==> src/rtl/uart_ctrl_if.sv <==
// CCX memory-bus port bundle: REQ is the bus master view, RSP the slave view.
interface scarv_ccx_memif;
    logic        req;
    logic        gnt;
    logic        wen;
    logic [31:0] addr;
    logic [31:0] wdata;
    logic [3:0]  strb;
    logic [31:0] rdata;
    logic        error;

    modport REQ (output req, wen, addr, wdata, strb, input gnt, rdata, error);
    modport RSP (input req, wen, addr, wdata, strb, output gnt, rdata, error);
endinterface

==> src/rtl/uart_ctrl.sv <==
// Memory-mapped UART: programmable divisor, TX/RX byte FIFOs, sticky W1C error flags
// and internal loopback.
module uart_ctrl_fifo #(
    parameter int DEPTH = 8,
    parameter int LW    = $clog2(DEPTH) + 1
) (
    input  logic          g_clk,
    input  logic          g_resetn,
    input  logic          push,
    input  logic          pop,
    input  logic [7:0]    din,
    output logic [7:0]    dout,
    output logic [LW-1:0] level,
    output logic          empty,
    output logic          full
);
    localparam int AW = $clog2(DEPTH);
    logic [7:0]    mem_q [DEPTH];
    logic [7:0]    mem_d [DEPTH];
    logic [AW-1:0] wp_q, wp_d, rp_q, rp_d;
    logic [LW-1:0] cnt_q, cnt_d;
    logic          do_push, do_pop;

    assign empty = (cnt_q == '0);
    assign full  = (cnt_q == LW'(DEPTH));
    assign level = cnt_q;
    assign dout  = mem_q[rp_q];

    always_comb begin
        do_pop  = pop & ~empty;
        do_push = push & (~full | do_pop);
        mem_d   = mem_q;
        wp_d    = wp_q;
        rp_d    = rp_q;
        if (do_push) begin
            mem_d[wp_q] = din;
            wp_d        = wp_q + AW'(1);
        end
        if (do_pop) rp_d = rp_q + AW'(1);
        cnt_d = cnt_q + LW'(do_push) - LW'(do_pop);
    end

    always_ff @(posedge g_clk) begin
        if (!g_resetn) begin
            wp_q  <= '0;
            rp_q  <= '0;
            cnt_q <= '0;
        end else begin
            wp_q  <= wp_d;
            rp_q  <= rp_d;
            cnt_q <= cnt_d;
        end
    end

    always_ff @(posedge g_clk) mem_q <= mem_d;
endmodule

// state | meaning (same encoding for both engines)
// IDLE  | waiting: TX for FIFO data with tx_en, RX for a falling edge with rx_en
// START | start bit; RX waits half a bit then rejects glitches
// DATA  | 8 data bits, LSB first
// STOP  | stop bit(s); RX also holds here after a break until the line is high
module uart_ctrl #(
    parameter int CLK_HZ     = 50_000_000,
    parameter int BIT_RATE   = 256_000,
    parameter int FIFO_DEPTH = 8,
    parameter int STOP_BITS  = 1,
    parameter int DIV_W      = 16
) (
    input  logic            g_clk,
    input  logic            g_resetn,
    output logic            g_clk_req,
    input  logic            uart_rxd,
    output logic            uart_txd,
    output logic            irq,
    scarv_ccx_memif.RSP     memif
);
    localparam int LW = $clog2(FIFO_DEPTH) + 1;
    localparam logic [DIV_W-1:0] DIV_RST = DIV_W'(CLK_HZ / BIT_RATE - 1);

    typedef enum logic [1:0] {S_IDLE, S_START, S_DATA, S_STOP} state_t;

    logic [11:0]      ctrl_q, ctrl_d;
    logic [DIV_W-1:0] div_q, div_d, div_eff, rx_half;
    logic [2:0]       err_q, err_d;
    logic [31:0]      rdata_q, rdata_d, stat;
    logic             error_q, error_d, irq_q, irq_d;

    state_t           tx_st_q, tx_st_d, rx_st_q, rx_st_d;
    logic [DIV_W-1:0] tx_cnt_q, tx_cnt_d, tx_div_q, tx_div_d;
    logic [DIV_W-1:0] rx_cnt_q, rx_cnt_d, rx_div_q, rx_div_d;
    logic [7:0]       tx_sh_q, tx_sh_d, rx_sh_q, rx_sh_d;
    logic [2:0]       tx_bit_q, tx_bit_d, rx_bit_q, rx_bit_d, rx_sync_q, rx_sync_d;
    logic             tx_stop_q, tx_stop_d, tx_line_q, tx_line_d, tx_pop, tx_load, tx_go;
    logic             rx_stop_q, rx_stop_d, rx_ok_q, rx_ok_d, rx_brk_q, rx_brk_d;
    logic             rx_push_q, rx_push_d, rx_brk_set, rx_frm_set, rx_ovr_set;
    logic             rx_line, rx_fall, rx_tc;

    logic [7:0]       tx_head, rx_head;
    logic [LW-1:0]    tx_level, rx_level;
    logic             tx_empty, tx_full, rx_empty, rx_full;

    logic [4:0] a;
    logic       sel_rx, sel_tx, sel_stat, sel_ctrl, sel_div, addr_ok, acc_rd, acc_wr, rx_pop, tx_push;
    logic       unused_ok;

    assign a        = memif.addr[4:0];
    assign sel_rx   = (a == 5'h00);
    assign sel_tx   = (a == 5'h04);
    assign sel_stat = (a == 5'h08);
    assign sel_ctrl = (a == 5'h0C);
    assign sel_div  = (a == 5'h10);
    assign addr_ok  = sel_rx | sel_tx | sel_stat | sel_ctrl | sel_div;
    assign acc_rd   = memif.req & ~memif.wen;
    assign acc_wr   = memif.req & memif.wen & memif.strb[0];
    assign rx_pop   = acc_rd & sel_rx;
    assign tx_push  = acc_wr & sel_tx;
    assign unused_ok = ^{memif.addr, memif.wdata, memif.strb, tx_level};

    // Divisors below 3 leave no room for the half-bit RX alignment.
    assign div_eff = (div_q < DIV_W'(3)) ? DIV_W'(3) : div_q;
    assign rx_half = DIV_W'(({1'b0, div_eff} + (DIV_W+1)'(1)) >> 1) - DIV_W'(1);

    uart_ctrl_fifo #(.DEPTH(FIFO_DEPTH)) u_tx_fifo (
        .g_clk(g_clk), .g_resetn(g_resetn), .push(tx_push), .pop(tx_pop), .din(memif.wdata[7:0]),
        .dout(tx_head), .level(tx_level), .empty(tx_empty), .full(tx_full));
    uart_ctrl_fifo #(.DEPTH(FIFO_DEPTH)) u_rx_fifo (
        .g_clk(g_clk), .g_resetn(g_resetn), .push(rx_push_q), .pop(rx_pop), .din(rx_sh_q),
        .dout(rx_head), .level(rx_level), .empty(rx_empty), .full(rx_full));

    assign stat       = {24'b0, err_q, (tx_st_q != S_IDLE), tx_full, tx_empty, rx_full, ~rx_empty};
    assign rx_ovr_set = rx_push_q & rx_full & ~rx_pop;
    assign memif.gnt   = 1'b1;
    assign memif.rdata = rdata_q;
    assign memif.error = error_q;
    assign irq         = irq_q;
    assign uart_txd    = tx_line_q | ctrl_q[2];
    assign g_clk_req   = memif.req | (tx_st_q != S_IDLE) | ~tx_empty | (rx_st_q != S_IDLE) | irq_q;

    always_comb begin
        ctrl_d  = ctrl_q;
        div_d   = div_q;
        rdata_d = rdata_q;
        error_d = error_q;
        err_d   = (err_q & ~((acc_wr & sel_stat) ? memif.wdata[7:5] : 3'b0))
                | {rx_brk_set, rx_frm_set, rx_ovr_set};
        if (acc_wr & sel_ctrl) ctrl_d = memif.wdata[11:0] & 12'hF3F;
        if (acc_wr & sel_div)  div_d  = memif.wdata[DIV_W-1:0];
        if (memif.req) begin
            error_d = ~addr_ok | (tx_push & tx_full & ~tx_pop);
            rdata_d = '0;
            if (!memif.wen) begin
                if (sel_rx & ~rx_empty) rdata_d = {24'b0, rx_head};
                else if (sel_stat)      rdata_d = stat;
                else if (sel_ctrl)      rdata_d = {20'b0, ctrl_q};
                else if (sel_div)       rdata_d = 32'(div_q);
            end
        end
        irq_d = (ctrl_q[3] & (32'(rx_level) >= 32'(ctrl_q[11:8])) & (rx_level != '0))
              | (ctrl_q[4] & tx_empty) | (ctrl_q[5] & (|err_q));
    end

    assign tx_go = ctrl_q[0] & ~tx_empty;

    always_comb begin
        tx_st_d   = tx_st_q;
        tx_cnt_d  = tx_cnt_q;
        tx_div_d  = tx_div_q;
        tx_sh_d   = tx_sh_q;
        tx_bit_d  = tx_bit_q;
        tx_stop_d = tx_stop_q;
        tx_line_d = tx_line_q;
        tx_pop    = 1'b0;
        tx_load   = 1'b0;
        if (tx_st_q == S_IDLE) begin
            tx_load = tx_go;
        end else if (tx_cnt_q != '0) begin
            tx_cnt_d = tx_cnt_q - DIV_W'(1);
        end else begin
            tx_cnt_d = tx_div_q;
            case (tx_st_q)
                S_START: begin
                    tx_st_d   = S_DATA;
                    tx_line_d = tx_sh_q[0];
                    tx_bit_d  = '0;
                end
                S_DATA: begin
                    if (tx_bit_q == 3'd7) begin
                        tx_st_d   = S_STOP;
                        tx_line_d = 1'b1;
                        tx_stop_d = 1'b0;
                    end else begin
                        tx_sh_d   = tx_sh_q >> 1;
                        tx_line_d = tx_sh_q[1];
                        tx_bit_d  = tx_bit_q + 3'd1;
                    end
                end
                S_STOP: begin
                    if (tx_stop_q == 1'(STOP_BITS - 1)) begin
                        tx_st_d = S_IDLE;
                        tx_load = tx_go;   // chain straight into the next frame
                    end else begin
                        tx_stop_d = 1'b1;
                    end
                end
                default: tx_st_d = S_IDLE;
            endcase
        end
        if (tx_load) begin
            tx_pop    = 1'b1;
            tx_st_d   = S_START;
            tx_sh_d   = tx_head;
            tx_div_d  = div_eff;
            tx_cnt_d  = div_eff;
            tx_line_d = 1'b0;
        end
    end

    assign rx_line = rx_sync_q[1];
    assign rx_fall = rx_sync_q[2] & ~rx_sync_q[1];
    assign rx_tc   = (rx_cnt_q == '0);

    always_comb begin
        rx_sync_d  = {rx_sync_q[1:0], ctrl_q[2] ? tx_line_q : uart_rxd};
        rx_st_d    = rx_st_q;
        rx_cnt_d   = rx_cnt_q;
        rx_div_d   = rx_div_q;
        rx_sh_d    = rx_sh_q;
        rx_bit_d   = rx_bit_q;
        rx_stop_d  = rx_stop_q;
        rx_ok_d    = rx_ok_q;
        rx_brk_d   = rx_brk_q;
        rx_push_d  = 1'b0;
        rx_brk_set = 1'b0;
        rx_frm_set = 1'b0;
        if (rx_st_q != S_IDLE && !rx_tc) rx_cnt_d = rx_cnt_q - DIV_W'(1);
        case (rx_st_q)
            S_IDLE: begin
                if (ctrl_q[1] & rx_fall) begin
                    rx_st_d  = S_START;
                    rx_div_d = div_eff;
                    rx_cnt_d = rx_half;
                end
            end
            S_START: begin
                if (rx_tc) begin
                    rx_st_d  = rx_line ? S_IDLE : S_DATA;
                    rx_cnt_d = rx_div_q;
                    rx_bit_d = '0;
                end
            end
            S_DATA: begin
                if (rx_tc) begin
                    rx_sh_d  = {rx_line, rx_sh_q[7:1]};
                    rx_cnt_d = rx_div_q;
                    rx_bit_d = rx_bit_q + 3'd1;
                    if (rx_bit_q == 3'd7) begin
                        rx_st_d   = S_STOP;
                        rx_stop_d = 1'b0;
                        rx_ok_d   = 1'b1;
                    end
                end
            end
            S_STOP: begin
                if (rx_brk_q) begin
                    if (rx_line) begin
                        rx_brk_d = 1'b0;
                        rx_st_d  = S_IDLE;
                    end
                end else if (rx_tc) begin
                    rx_cnt_d = rx_div_q;
                    if (rx_stop_q == 1'(STOP_BITS - 1)) begin
                        rx_st_d = S_IDLE;
                        if (rx_ok_q & rx_line) begin
                            rx_push_d = 1'b1;
                        end else if (rx_sh_q == 8'h00) begin
                            rx_brk_set = 1'b1;
                            rx_brk_d   = 1'b1;
                            rx_st_d    = S_STOP;
                        end else begin
                            rx_frm_set = 1'b1;
                        end
                    end else begin
                        rx_stop_d = 1'b1;
                        rx_ok_d   = rx_ok_q & rx_line;
                    end
                end
            end
            default: rx_st_d = S_IDLE;
        endcase
    end

    always_ff @(posedge g_clk) begin
        if (!g_resetn) begin
            ctrl_q    <= 12'h103;
            div_q     <= DIV_RST;
            err_q     <= '0;
            rdata_q   <= '0;
            error_q   <= 1'b0;
            irq_q     <= 1'b0;
            tx_st_q   <= S_IDLE;
            tx_cnt_q  <= '0;
            tx_div_q  <= '0;
            tx_sh_q   <= '0;
            tx_bit_q  <= '0;
            tx_stop_q <= 1'b0;
            tx_line_q <= 1'b1;
            rx_sync_q <= 3'b111;
            rx_st_q   <= S_IDLE;
            rx_cnt_q  <= '0;
            rx_div_q  <= '0;
            rx_sh_q   <= '0;
            rx_bit_q  <= '0;
            rx_stop_q <= 1'b0;
            rx_ok_q   <= 1'b0;
            rx_brk_q  <= 1'b0;
            rx_push_q <= 1'b0;
        end else begin
            ctrl_q    <= ctrl_d;
            div_q     <= div_d;
            err_q     <= err_d;
            rdata_q   <= rdata_d;
            error_q   <= error_d;
            irq_q     <= irq_d;
            tx_st_q   <= tx_st_d;
            tx_cnt_q  <= tx_cnt_d;
            tx_div_q  <= tx_div_d;
            tx_sh_q   <= tx_sh_d;
            tx_bit_q  <= tx_bit_d;
            tx_stop_q <= tx_stop_d;
            tx_line_q <= tx_line_d;
            rx_sync_q <= rx_sync_d;
            rx_st_q   <= rx_st_d;
            rx_cnt_q  <= rx_cnt_d;
            rx_div_q  <= rx_div_d;
            rx_sh_q   <= rx_sh_d;
            rx_bit_q  <= rx_bit_d;
            rx_stop_q <= rx_stop_d;
            rx_ok_q   <= rx_ok_d;
            rx_brk_q  <= rx_brk_d;
            rx_push_q <= rx_push_d;
        end
    end
endmodule
==> src/flat_wrapper.sv <==
// flat-port wrapper written by rule: the top's interface ports become plain ports
module uart_ctrl_flat 
#(
    parameter int CLK_HZ     = 50_000_000,
    parameter int BIT_RATE   = 256_000,
    parameter int FIFO_DEPTH = 8,
    parameter int STOP_BITS  = 1,
    parameter int DIV_W      = 16
)
  (g_clk, g_resetn, g_clk_req, uart_rxd, uart_txd, irq, memif_req, memif_wen, memif_addr, memif_wdata, memif_strb, memif_gnt, memif_rdata, memif_error);
  scarv_ccx_memif memif_i ();
  input  logic g_clk;
  input  logic g_resetn;
  output logic g_clk_req;
  input  logic uart_rxd;
  output logic uart_txd;
  output logic irq;
  input wire logic [$bits(memif_i.req)-1:0] memif_req;
  input wire logic [$bits(memif_i.wen)-1:0] memif_wen;
  input wire logic [$bits(memif_i.addr)-1:0] memif_addr;
  input wire logic [$bits(memif_i.wdata)-1:0] memif_wdata;
  input wire logic [$bits(memif_i.strb)-1:0] memif_strb;
  output wire logic [$bits(memif_i.gnt)-1:0] memif_gnt;
  output wire logic [$bits(memif_i.rdata)-1:0] memif_rdata;
  output wire logic [$bits(memif_i.error)-1:0] memif_error;
  assign memif_i.req = memif_req;
  assign memif_i.wen = memif_wen;
  assign memif_i.addr = memif_addr;
  assign memif_i.wdata = memif_wdata;
  assign memif_i.strb = memif_strb;
  assign memif_gnt = memif_i.gnt;
  assign memif_rdata = memif_i.rdata;
  assign memif_error = memif_i.error;
  uart_ctrl #(.CLK_HZ(CLK_HZ), .BIT_RATE(BIT_RATE), .FIFO_DEPTH(FIFO_DEPTH), .STOP_BITS(STOP_BITS), .DIV_W(DIV_W)) u_core (.g_clk(g_clk), .g_resetn(g_resetn), .g_clk_req(g_clk_req), .uart_rxd(uart_rxd), .uart_txd(uart_txd), .irq(irq), .memif(memif_i));
endmodule
==> config.mk <==
export PLATFORM = sky130hd
export DESIGN_NAME = uart_ctrl_flat
export DESIGN_NICKNAME = d
export VERILOG_FILES = /design/src/rtl/uart_ctrl_if.sv /design/src/rtl/uart_ctrl.sv /design/src/flat_wrapper.sv
export SDC_FILE = /design/constraint.sdc
export NUM_CORES = 1
export LEC_CHECK = 0
export CORE_MARGIN = 2
export CORE_UTILIZATION = 45
export CTS_CLUSTER_SIZE = 30
export DETAILED_ROUTE_END_ITERATION = 16
export HOLD_SLACK_MARGIN = 0.05
export MAX_ROUTING_LAYER = met4
export PLACE_DENSITY = 0.66
export REMOVE_ABC_BUFFERS = 1
export SLEW_MARGIN = 40
export SYNTH_ARGS = -nofsm -noshare
export SYNTH_HDL_FRONTEND = slang
export SYNTH_SLANG_ARGS = --single-unit
==> constraint.sdc <==
create_clock -name g_clk -period 4 [get_ports g_clk]
set_clock_uncertainty 0.05 [all_clocks]
set_input_delay 0.4 -clock g_clk [delete_from_list [all_inputs] [get_ports g_clk]]
set_output_delay 0.4 -clock g_clk [all_outputs]
set_load 0.005 [all_outputs]
# Word-level counts from Yosys, hierarchy flattened
# Index checks and enable logic that the tools add are counted.
# W data, S select, Z words.
word_totals:
  register_bits: 310
  latchBits: 0
  ramBits: 0
  mem_bits_ro: 0
  in_bits: 73
  word_cells: 293
  n_memories: 0
op_classes:
  n_addsub: 14
  n_mul: 0
  n_div: 0
  magnitude_cmp: 8
  n_eq_ne: 32
  shift: 0
  mux: 96
  bitwise_logic: 60
  n_reduce_logical: 37
ops:
  columns: ["op", "count"]
  rows:
  - ["$mux W16", 9]
  - ["$bwmux W64", 2]
  - ["$mux W32", 4]
  - ["$mux W8", 11]
  - ["$bmux W8 S3", 2]
  - ["$demux W8 S3", 2]
  - ["$pmux W16 S3", 1]
  - ["$sub A16 B1 Y16 const B", 3]
  - ["$mux W1", 40]
  - ["$mux W2", 13]
  - ["$and A1 B1 Y1", 25]
  - ["$ne A2 B1 Y1 const B", 10]
  - ["$reduce_and A4 Y1", 5]
  - ["$add A3 B1 Y3 const B", 6]
  - ["$add A16 B1 Y17 const B", 1]
  - ["$ge A4 B4 Y1 const B", 4]
  - ["$logic_not A16 Y1", 1]
  - ["$lt A16 B2 Y1 const B", 1]
  - ["$not A3 Y4", 4]
  - ["$reduce_bool A16 Y1", 1]
  - ["$not A1 Y1", 14]
  - ["$or A1 B1 Y1", 14]
  - ["$reduce_bool A2 Y1", 7]
  - ["$mux W3", 4]
  - ["other kinds (38)", 63]

# Longest topological paths before layout
# Gate-level depths: netlist of run 1.
depth:
  ltp_word: 13
  depth_mapped: 17
  depth_no_buf: 15

# By module
# From an unflattened synthesis of run 1, not the netlist that was laid out.
unflattened:
  cells_unflattened: 1364
  hier_area_um2: 14102.3
by_module_without_submodules:
  columns: ["mod", "instances", "cells_per_inst", "area_per_inst_um2", "seq_area_each_um2"]
  rows:
  - ["uart_ctrl", 1, 1004, 7856.3, 2882.8]
  - ["uart_ctrl_fifo", 2, 180, 3123.0, 2122.0]

# Least setup slack after synthesis of run 1
# No wires, ideal clock.
synth_timing:
  path_type: "flip-flop to flip-flop"
  startpoint: "register u_core.div_q[3]"
  endpoint: "register u_core.rx_cnt_q[14]"
  setup_ns: 0.119
  t_arrival_ns: 3.452
  path_slack_ns: 0.379
  path_stages_with_launch: 17
  n_path_buf: 2
  synth_period_minus_slack_ns: 3.621
  cell_sequence: "dfxtp_1 -> buf_1 -> nor3_1 -> nand4_1 -> nor4_1 -> or2_2 -> ha_1 -> clkbuf_1 -> xnor2_1 -> ha_1 -> nand2_1 -> or3_1 -> a22oi_1 -> nand4_1 -> nor3_1 -> xnor2_1 -> o221a_2"
synth_via:
  elab_chain_cells: 6
synth_lines:
  columns: ["element", "line_no", "source"]
  rows:
  - ["start, declared", "uart_ctrl.sv:84", "logic [DIV_W-1:0] div_q, div_d, div_eff, rx_half;"]
  - ["start signal, assigned", "uart_ctrl.sv:320", "div_q <= div_d;"]
  - ["$lt A16 B2 Y1", "uart_ctrl.sv:121", "assign div_eff = (div_q < DIV_W'(3)) ? DIV_W'(3) : div_q;"]
  - ["$mux W16", "uart_ctrl.sv:121", null]
  - ["via u_core.div_eff[0]", "uart_ctrl.sv:84", null]
  - ["$add A16 B1 Y17", "uart_ctrl.sv:122", "assign rx_half = DIV_W'(({1'b0, div_eff} + (DIV_W+1)'(1)) >> 1) - DIV_W'(1);"]
  - ["$sub A16 B1 Y16", "uart_ctrl.sv:122", null]
  - ["$mux W16", "uart_ctrl.sv:239", "if (ctrl_q[1] & rx_fall) begin"]
  - ["$pmux W16 S3", "uart_ctrl.sv:237", "case (rx_st_q)"]
  - ["end signal, assigned", "uart_ctrl.sv:334", "rx_cnt_q <= rx_cnt_d;"]
  - ["end, declared", "uart_ctrl.sv:91", "logic [DIV_W-1:0] rx_cnt_q, rx_cnt_d, rx_div_q, rx_div_d;"]
# The timed path passes the listed nets, and every way through them passes these cells.
# A chain may end at the register's enable or synchronous reset.

# Worst setup path in the final report of run 1
layout_timing:
  startpoint: "register u_core.div_q[11]"
  endpoint: "register u_core.rx_cnt_q[14]"
# Same word-level chain as after synthesis.

==> summary.md, run 1 <==
| Metric | Value |
|---|---|
| Largest buffer count on any clock path | 3 |
| Multi-input gate area in the final layout | between 6000 and 7000 um^2 |
| Arrival time of data at the critical path endpoint | approximately 4000 ps |
| Number of DRC violations after detailed-routing iteration 0 | 892 |
| Row count | 63 |
| Final weighted congestion in routability-driven placement | 0.832 |
| N_diodes | 0 |
| Pwr Density | between 500 and 600 nW/um^2 |
| Leading cell type in the layout, fill and taps excluded | sky130_fd_sc_hd__nand2_1 |
| Number of maximum-capacitance violations | 0 |
| Part of the Yosys area used for sequential elements | between 50% and 60% |
| CORE AREA | between 20000 and 30000 um^2 |
| Number of flops mapped to enable cells by yosys | 128 |
| Seq. cell area | just over 7000 um^2 |
| Number of buffers and inverters on the critical path | 2 |
| Largest incremental delay on the critical path | 350 ps |
| Count of cell types in the netlist | 79 |
| Die area | approximately 32000 um^2 |
| First-pass GRT wire length | roughly 53 mm |
| Cell leakage power | around 5.6 nW |
| Clock transition at path regs | about 60 ps |
| Count of warnings emitted by yosys | 0 |
| Clock tree from TritonCTS | built |
| CP cell instances | nor3_1 -> nand4_1 -> nor4_1 -> nor2_1 -> inv_1 -> ha_1 -> inv_1 -> ha_1 -> nand2_1 -> or3_1 -> a22oi_2 -> nand4_1 -> nor3_1 -> xnor2_1 -> o221a_2 |
| Syn-to-layout area delta | 15.3% |
| Crit Path Category | flip-flop to flip-flop |
| Placed instance count | between 1500 and 2000 |
| Post-CTS Hold Buffers | 0 |
| Number of sinks on the clock net | roughly 300 |
| Number of global-route vias before repair | 9615 |
| Wire per inst | between 15 and 20 um |
| Number of port buffers | 46 |
| Post-detail-place hpwl | roughly 23 mm |
| Max Slew Vio Count | 0 |
| I/O Pins | 110 |
| Starting density of the core | 46.0% |
| Worst slew pin tran | between 700 and 800 ps |
| Maximum vdd drop | 0.426 mV |
| Unrepaired setup endpoints after global routing | false |
| Clock latency of the later-clocked register in the worst-skew pair | approximately 520 ps |
| Fin cells | 1804 |
| Critical-path cell with the highest stage delay | sky130_fd_sc_hd__or3_1 |
| Detailed Routing Iterations Pass 1 | 7 |
| Per-cell via count in the routed design | about 5.7 |
| Final hold viol count | 0 |
| Total grt overflow | 0 |
| Status | complete, no violations |
| Flop and latch count out of synthesis | around 290 |
| Overall Global Routing Usage | a little over a fifth |
| Post-route DRC violation count | 0 |
| CTS root buf | sky130_fd_sc_hd__clkbuf_16 |
| Rel. slew slack | 49.6% |
| Die X-Extent | 179 um |
| Required time reported for the critical path endpoint | 4340 ps |
| Number of antenna violations at the first check in global routing | 0 |
| Commonest non-fill, non-tap cells in the layout | 195 x sky130_fd_sc_hd__nand2_1, 162 x sky130_fd_sc_hd__dfxtp_1, 128 x sky130_fd_sc_hd__edfxtp_1 |
| Syn Std Cell Area | approximately 14000 um^2 |
| DR vias | 10300 |
| Tot Pwr | ~9 mW |
| Kind of launch point of the worst setup path | flip-flop |
| Setup-violating endpoint count in the final report | 0 |
| Critical Path End Type | flip-flop |
| FMAX | approximately 0.28 GHz |
| Antenna-violating nets left | 0 |
| Sum Neg Setup Slack | 0 ps |
| Shortest clock period the worst path allows after layout | approximately 3600 ps |
| Total number of H-tree levels | 2 |
| Leading register cell type out of synthesis | sky130_fd_sc_hd__dfxtp_1 |
| Die height | roughly 180 um |
| Period utilisation layout | roughly nine tenths |
| Share of synthesized flip-flops with an asynchronous set or reset | 0% |
| Clock buffer count from CTS | 34 |
| Maximum number of pins on one net before global-route repair | 66 |
| Fill cell count | between 2000 and 3000 |
| Nets | between 1500 and 2000 |
| Final Routed Wirelength | approximately 34 mm |
| Synthesized netlist cell count | 1338 |
| Worst Hold Class | flip-flop to flip-flop |
| Post-Place Worst Slack | 339 ps |
| Worst path top cell family by delay | simple AND/OR/NAND/NOR gates |
| Setup ws final | roughly 420 ps |
| Highest net fanout along the worst path | 4 |
| Avg Inst Size Synth | a little over 10 um^2 |
| Post-CTS repair timing setup buffer count | 0 |
| Layout cell share with drive strength beyond 1 | between 10% and 20% |
==> through the flow <==
stage          area [um^2]  util, %  hold slack [ps]
3_5_place_dp         14700     49.2              386
4_1_cts              15800     53.0              388
3_3_place_gp         14700     49.2              376
5_1_grt              15800     53.1              413
2_1_floorplan        13300        -              336
6_report             15800     53.1              395
==> cell type report <==
class                   count  share of cell area (%)
repair buffers             99                    5.48
clock buffers              47                    5.95
multi-input cells         918                    38.2
clock inverters            15                    1.19
flip-flops and latches    292                    45.1
well taps                 390                    3.09
inverters                  43                    1.04
==> final timing paths <==
check	start	endpoint	slack, ps	cells after the start
worst max register to register	u_core.div_q[11]	u_core.rx_cnt_q[14]	420	15
worst min-delay path	u_core.rx_sync_q[0]	u_core.rx_sync_q[1]	400	1
worst min register to register	u_core.rx_sync_q[0]	u_core.rx_sync_q[1]	400	1
worst max-delay path	u_core.div_q[11]	u_core.rx_cnt_q[14]	420	15
==> cells in the mapped netlist, types with 6 or more instances <==
| cell type | count | area share [%] |
|---|---|---|
| sky130_fd_sc_hd__a21oi_1 | 114 | 4.2 |
| sky130_fd_sc_hd__and2_1 | 7 | 0.32 |
| sky130_fd_sc_hd__o22ai_1 | 11 | 0.50 |
| sky130_fd_sc_hd__clkbuf_1 | 72 | 2.0 |
| sky130_fd_sc_hd__xor2_1 | 21 | 1.3 |
| sky130_fd_sc_hd__or4_1 | 7 | 0.38 |
| sky130_fd_sc_hd__nand3_1 | 30 | 1.1 |
| sky130_fd_sc_hd__a211oi_1 | 17 | 0.93 |
| sky130_fd_sc_hd__nor2_1 | 94 | 2.6 |
| sky130_fd_sc_hd__mux2i_1 | 23 | 1.7 |
| sky130_fd_sc_hd__edfxtp_1 | 128 | 28 |
| sky130_fd_sc_hd__o21ai_0 | 38 | 1.4 |
| sky130_fd_sc_hd__nand2b_1 | 18 | 0.82 |
| sky130_fd_sc_hd__a31oi_1 | 16 | 0.73 |
| sky130_fd_sc_hd__mux4_2 | 32 | 5.3 |
| sky130_fd_sc_hd__a22oi_1 | 15 | 0.82 |
| sky130_fd_sc_hd__ha_1 | 38 | 3.5 |
| sky130_fd_sc_hd__dfxtp_1 | 164 | 24 |
| sky130_fd_sc_hd__buf_4 | 18 | 0.99 |
| sky130_fd_sc_hd__nand2_1 | 196 | 5.4 |
| sky130_fd_sc_hd__nor4_1 | 10 | 0.46 |
| sky130_fd_sc_hd__and3_1 | 7 | 0.32 |
| sky130_fd_sc_hd__or2_2 | 6 | 0.27 |
| sky130_fd_sc_hd__inv_1 | 40 | 1.1 |
| sky130_fd_sc_hd__nor2b_1 | 15 | 0.68 |
| sky130_fd_sc_hd__or3_1 | 12 | 0.55 |
| sky130_fd_sc_hd__nor3_1 | 31 | 1.1 |
| sky130_fd_sc_hd__nand4_1 | 12 | 0.55 |
| sky130_fd_sc_hd__xnor2_1 | 34 | 2.2 |
| sky130_fd_sc_hd__o211ai_1 | 14 | 0.77 |
==> report_power, final <==
group / total (mW) / internal [mW] / switching (mW)
combinational: 2.30 / 0.945 / 1.36
clock: 3.10 / 1.86 / 1.24
sequential: 3.58 / 3.32 / 0.258
total: 8.98 / 6.12 / 2.86
==> registers in the layout (all words and copies together) (netlist names), 4 cells and up <==
| signal | cells |
|---|---|
| u_core.ctrl_q | 10 |
| u_core.div_q | 16 |
| u_core.memif.rdata | 16 |
| u_core.rx_cnt_q | 16 |
| u_core.rx_div_q | 16 |
| u_core.rx_sh_q | 8 |
| u_core.tx_cnt_q | 16 |
| u_core.tx_div_q | 16 |
| u_core.tx_sh_q | 8 |
| u_core.u_rx_fifo.level | 4 |
| u_core.u_rx_fifo.mem_q | 64 |
| u_core.u_tx_fifo.level | 4 |
| u_core.u_tx_fifo.mem_q | 64 |
==> logic make-up after synthesis <==
logic type,count (synthesis),synth area share (%)
compound gates,274,12.5
xor+xnor,55,3.51
fa+ha+maj,40,3.76
buf+inv,143,4.50
flops,292,52.0
mux,57,7.10
other cells,2,0.0548
simple gates,475,16.6
==> repair_timing <==
action / in CTS / in global routing
endpoints found under the hold margin: 0 / 0
endpoints found under the setup margin: 0 / 1
resized for setup: 0 / 1
==> layer usage <==
metal | wire length (um) | GRT usage (%) | up-vias
met5 | 0 | - | -
met2 | 15900 | 34.4 | 286
met4 | 744 | 6.30 | 0
met1 | 15200 | 29.6 | 5028
li1 | - | - | 4901
met3 | 1720 | 2.94 | 58
Power figures use the tool's default switching activity.
==> run 2, diff against run 1 <==
--- a/config.mk
+++ b/config.mk
@@ -5,6 +5,7 @@
 export SDC_FILE = /design/constraint.sdc
 export NUM_CORES = 1
 export LEC_CHECK = 0
+export CAP_MARGIN = 20
 export CORE_MARGIN = 2
 export CORE_UTILIZATION = 45
 export CTS_CLUSTER_SIZE = 30
==> results of run 2 <==
No change in the layout: final DEF, timing and power equal those of run 1.
==> run 3, diff against run 2 <==
--- a/config.mk
+++ b/config.mk
@@ -6,7 +6,6 @@
 export NUM_CORES = 1
 export LEC_CHECK = 0
 export CAP_MARGIN = 20
-export CORE_MARGIN = 2
 export CORE_UTILIZATION = 45
 export CTS_CLUSTER_SIZE = 30
 export DETAILED_ROUTE_END_ITERATION = 16
==> run 3 against run 2 <==
  * Fmax is 2.9% lower
  * Power is 3.3% lower
  * Count of clock-buffer cells in the layout is 11 lower
  * Critical endpoint unchanged
==> summary.md, run 3 (synthesis results as in run 1) <==
| Metric | Value |
|---|---|
| Critical Path End Type | flip-flop |
| Critical-path cell with the highest stage delay | sky130_fd_sc_hd__a22oi_1 |
| N_diodes | 0 (unchanged) |
| FF-to-FF End | u_core.rx_cnt_q[14] |
| Final Routed Wirelength | 33.3 mm (-0.90%) |
| Count of cells resized by post-cts repair | 0 (unchanged) |
| Clock tree from TritonCTS | built |
| Critical Path Source | u_core.div_q[11] |
| Wire per inst | 18.5 um (-0.68%) |
| Cell leakage power | 5.51 nW (-1.2%) |
| Worst reg2reg path depth | 15 (unchanged) |
| Net Switching | 2.80 mW (-2.1%) |
| Starting density of the core | 46.0% (unchanged) |
| Proportion of power drawn by the clock network | 32.4% (-2.1 points) |
| Pwr Density | 554 nW/um^2 (-2.4%) |
| Max Slew Vio Count | 0 (unchanged) |
| Multi-input gate area in the final layout | 6030 um^2 (about the same) |
| FMAX | 0.271 GHz (-2.9%) |
| Worst slew pin tran | 802 ps (+46.0 ps) |
| Unrepaired setup endpoints after global routing | false |
| Required time reported for the critical path endpoint | 4410 ps (+70 ps) |
| Largest incremental delay on the critical path | 420 ps (+70 ps) |
| First-pass GRT wire length | 52.3 mm (-0.77%) |
| CP cell instances | nor3_1 -> nand4_1 -> nor4_1 -> nor2_1 -> inv_1 -> ha_1 -> xnor2_1 -> ha_1 -> nand2_1 -> or3_1 -> a22oi_1 -> nand4_1 -> nor3_1 -> xnor2_1 -> o221a_2 |
| Fill cell count | 2599 (+0.70%) |
| Crit path to | u_core.rx_cnt_q[14] |
| Rel. slew slack | 46.5% (-3.1 points) |
| Worst slack on hold paths | 320 ps (-75.5 ps) |
| Number of buffers and inverters on the critical path | 1 (-1) |
| Part of the power in registers | 41.0% (+1.2 points) |
| Clock buffer count from CTS | 31 (-8.8%) |
| Maximum number of pins on one net before global-route repair | 65 (-1.5%) |
| Arrival time of data at the critical path endpoint | 4100 ps (+170 ps) |
| Post-detail-place hpwl | 22.6 mm (-0.60%) |
| Number of DRC violations after detailed-routing iteration 0 | 774 (-13%) |
| Placed Area | 14700 um^2 (unchanged) |
| Commonest non-fill, non-tap cells in the layout | 195 x sky130_fd_sc_hd__nand2_1, 162 x sky130_fd_sc_hd__dfxtp_1, 128 x sky130_fd_sc_hd__edfxtp_1 |
| Nets | 1498 (-0.20%) |
| Per-cell via count in the routed design | 5.65 (-0.86%) |
| Total number of H-tree levels | 1 (-1) |
| Fraction of power consumed by combinational cells | 26.6% (+0.9 points) |
| Post-CTS Hold Buffers | 0 (unchanged) |
| Number of antenna violations at the first check in global routing | 0 (unchanged) |
| Detailed Routing Iterations Pass 1 | 7 (unchanged) |
| DR vias | 10200 (-1.1%) |
| Switch share | 32.2% (+0.38 points) |
| Number of maximum-capacitance violations | 0 (unchanged) |
| Period utilisation layout | 92.3% (+2.7 points) |
| Share of the core filled with cells in the final layout | 52.6% (-0.47 points) |
| Levels on crit path | 15 (unchanged) |
| Number of global-route vias before repair | 9442 (-1.8%) |
| Number of sinks on the clock net | 292 (unchanged) |
| Overall Global Routing Usage | 22.0% (+0.22 points) |
| Leading cell type in the layout, fill and taps excluded | sky130_fd_sc_hd__nand2_1 |
| Largest registers in the final layout | u_core.u_rx_fifo.mem_q: 64 flops, u_core.u_tx_fifo.mem_q: 64 flops |
| Setup-violating endpoint count in the final report | 0 (unchanged) |
| Post-route DRC violation count | 0 (unchanged) |
| Worst Hold Class | primary input to flip-flop |
| I/O Pins | 110 (unchanged) |
| Die X-Extent | 177 um (-1.1%) |
| Tot Pwr | 8.69 mW (-3.3%) |
| Syn-to-layout area delta | 14.3% |
| CTS root buf | sky130_fd_sc_hd__clkbuf_16 |
| Design internal power | 5.89 mW (-3.8%) |
| Die height | 177 um (-1.1%) |
| Total grt overflow | 0 (unchanged) |
| Maximum vdd drop | 0.450 mV (+5.8%) |
| Final weighted congestion in routability-driven placement | 0.852 (+2.4%) |
| Kind of launch point of the worst setup path | flip-flop |
| Die area | 31200 um^2 (-2.2%) |
| CORE AREA | 29800 um^2 (unchanged) |
| Row count | 63 (unchanged) |
| Post-Layout Inst Area | 15700 um^2 (-0.89%) |
| Crit Path Category | flip-flop to flip-flop |
| Launch instance of the worst register-to-register path | u_core.div_q[11] |
| Clock latency of the later-clocked register in the worst-skew pair | 560 ps (+40 ps) |
| Clock transition at path regs | 60 ps (about the same) |
| Highest net fanout along the worst path | 4 (unchanged) |
| Post-CTS repair timing setup buffer count | 0 (unchanged) |
| Reg-to-reg slack, setup | 310 ps (-110 ps) |
| Worst path top cell family by delay | simple AND/OR/NAND/NOR gates |
| Number of port buffers | 46 (unchanged) |
| Status | complete, no violations |
| Final hold viol count | 0 (unchanged) |
| Largest buffer count on any clock path | 3 (unchanged) |
| Layout cell share with drive strength beyond 1 | 11.3% (-0.39 points) |
| Shortest clock period the worst path allows after layout | 3690 ps (+107 ps) |
| Antenna-violating nets left | 0 (unchanged) |
| Seq. cell area | 7130 um^2 (unchanged) |
run 3: cell count changes in the layout (fill, tap and decap cells not counted), sizes merged:
cell	delta
clkinvlp	+2
clkbuf	-11
clkinv	+4
inv	+1
run 3: layout make-up:
class | count | area share (%)
repair buffers | 99 | 5.53
clock buffers | 36 | 5.13
flip-flops and latches | 292 | 45.5
inverters | 43 | 1.05
well taps | 390 | 3.11
multi-input cells | 918 | 38.5
clock inverters | 22 | 1.21
run 3: per-stage QoR:
stage / setup WS [ps] / cells / TNS (ps)
after floorplan: -36.5 / 1253 / -44.0
after global placement: 391 / 1742 / 0
after detailed placement: 363 / 1742 / 0
after CTS: 330 / 1800 / 0
after global routing: 78.7 / 1800 / 0
final: 308 / 1800 / 0
run 3: worst min-delay path by stage:
stage	slack (ps)	from	to	cells past startpoint
global placement	350	u_core.rx_sync_q[0]	u_core.rx_sync_q[1]	1
finish	320	g_resetn	u_core.tx_sh_q[7]	3
global route	350	g_resetn	u_core.tx_sh_q[7]	3
detailed placement	360	u_core.rx_sync_q[0]	u_core.rx_sync_q[1]	1
CTS	330	g_resetn	u_core.tx_sh_q[7]	3
floorplan	340	u_core.rx_sync_q[0]	u_core.rx_sync_q[1]	1
run 3: worst register-to-register path, delay by kind of cell (launching register included):
family          cells  cell delay [ps]
fa+ha+maj           2              400
xor+xnor            2              230
buf+inv             1              100
compound gates      2              680
simple gates        8             1830
flops               1              310
run 3: layer usage:
metal  GRT usage (%)  vias up  wire length (um)
met2            35.3      266             15800
met4            5.03        0               563
met3            2.58       38              1770
met1            30.0     4966             15100
met5               -        -                 0
li1                -     4892                 -
run 3: power by group through the flow:
| stage | logic [mW] | registers (mW) | clock network (mW) |
|---|---|---|---|
| 3_5_place_dp | 2.29 | 3.62 | 0 |
| 5_1_grt | 2.57 | 3.60 | 2.98 |
| 2_1_floorplan | 1.66 | 3.57 | 0 |
| 3_3_place_gp | 2.26 | 3.62 | 0 |
| 4_1_cts | 2.31 | 3.56 | 2.86 |
| 6_report | 2.31 | 3.56 | 2.81 |
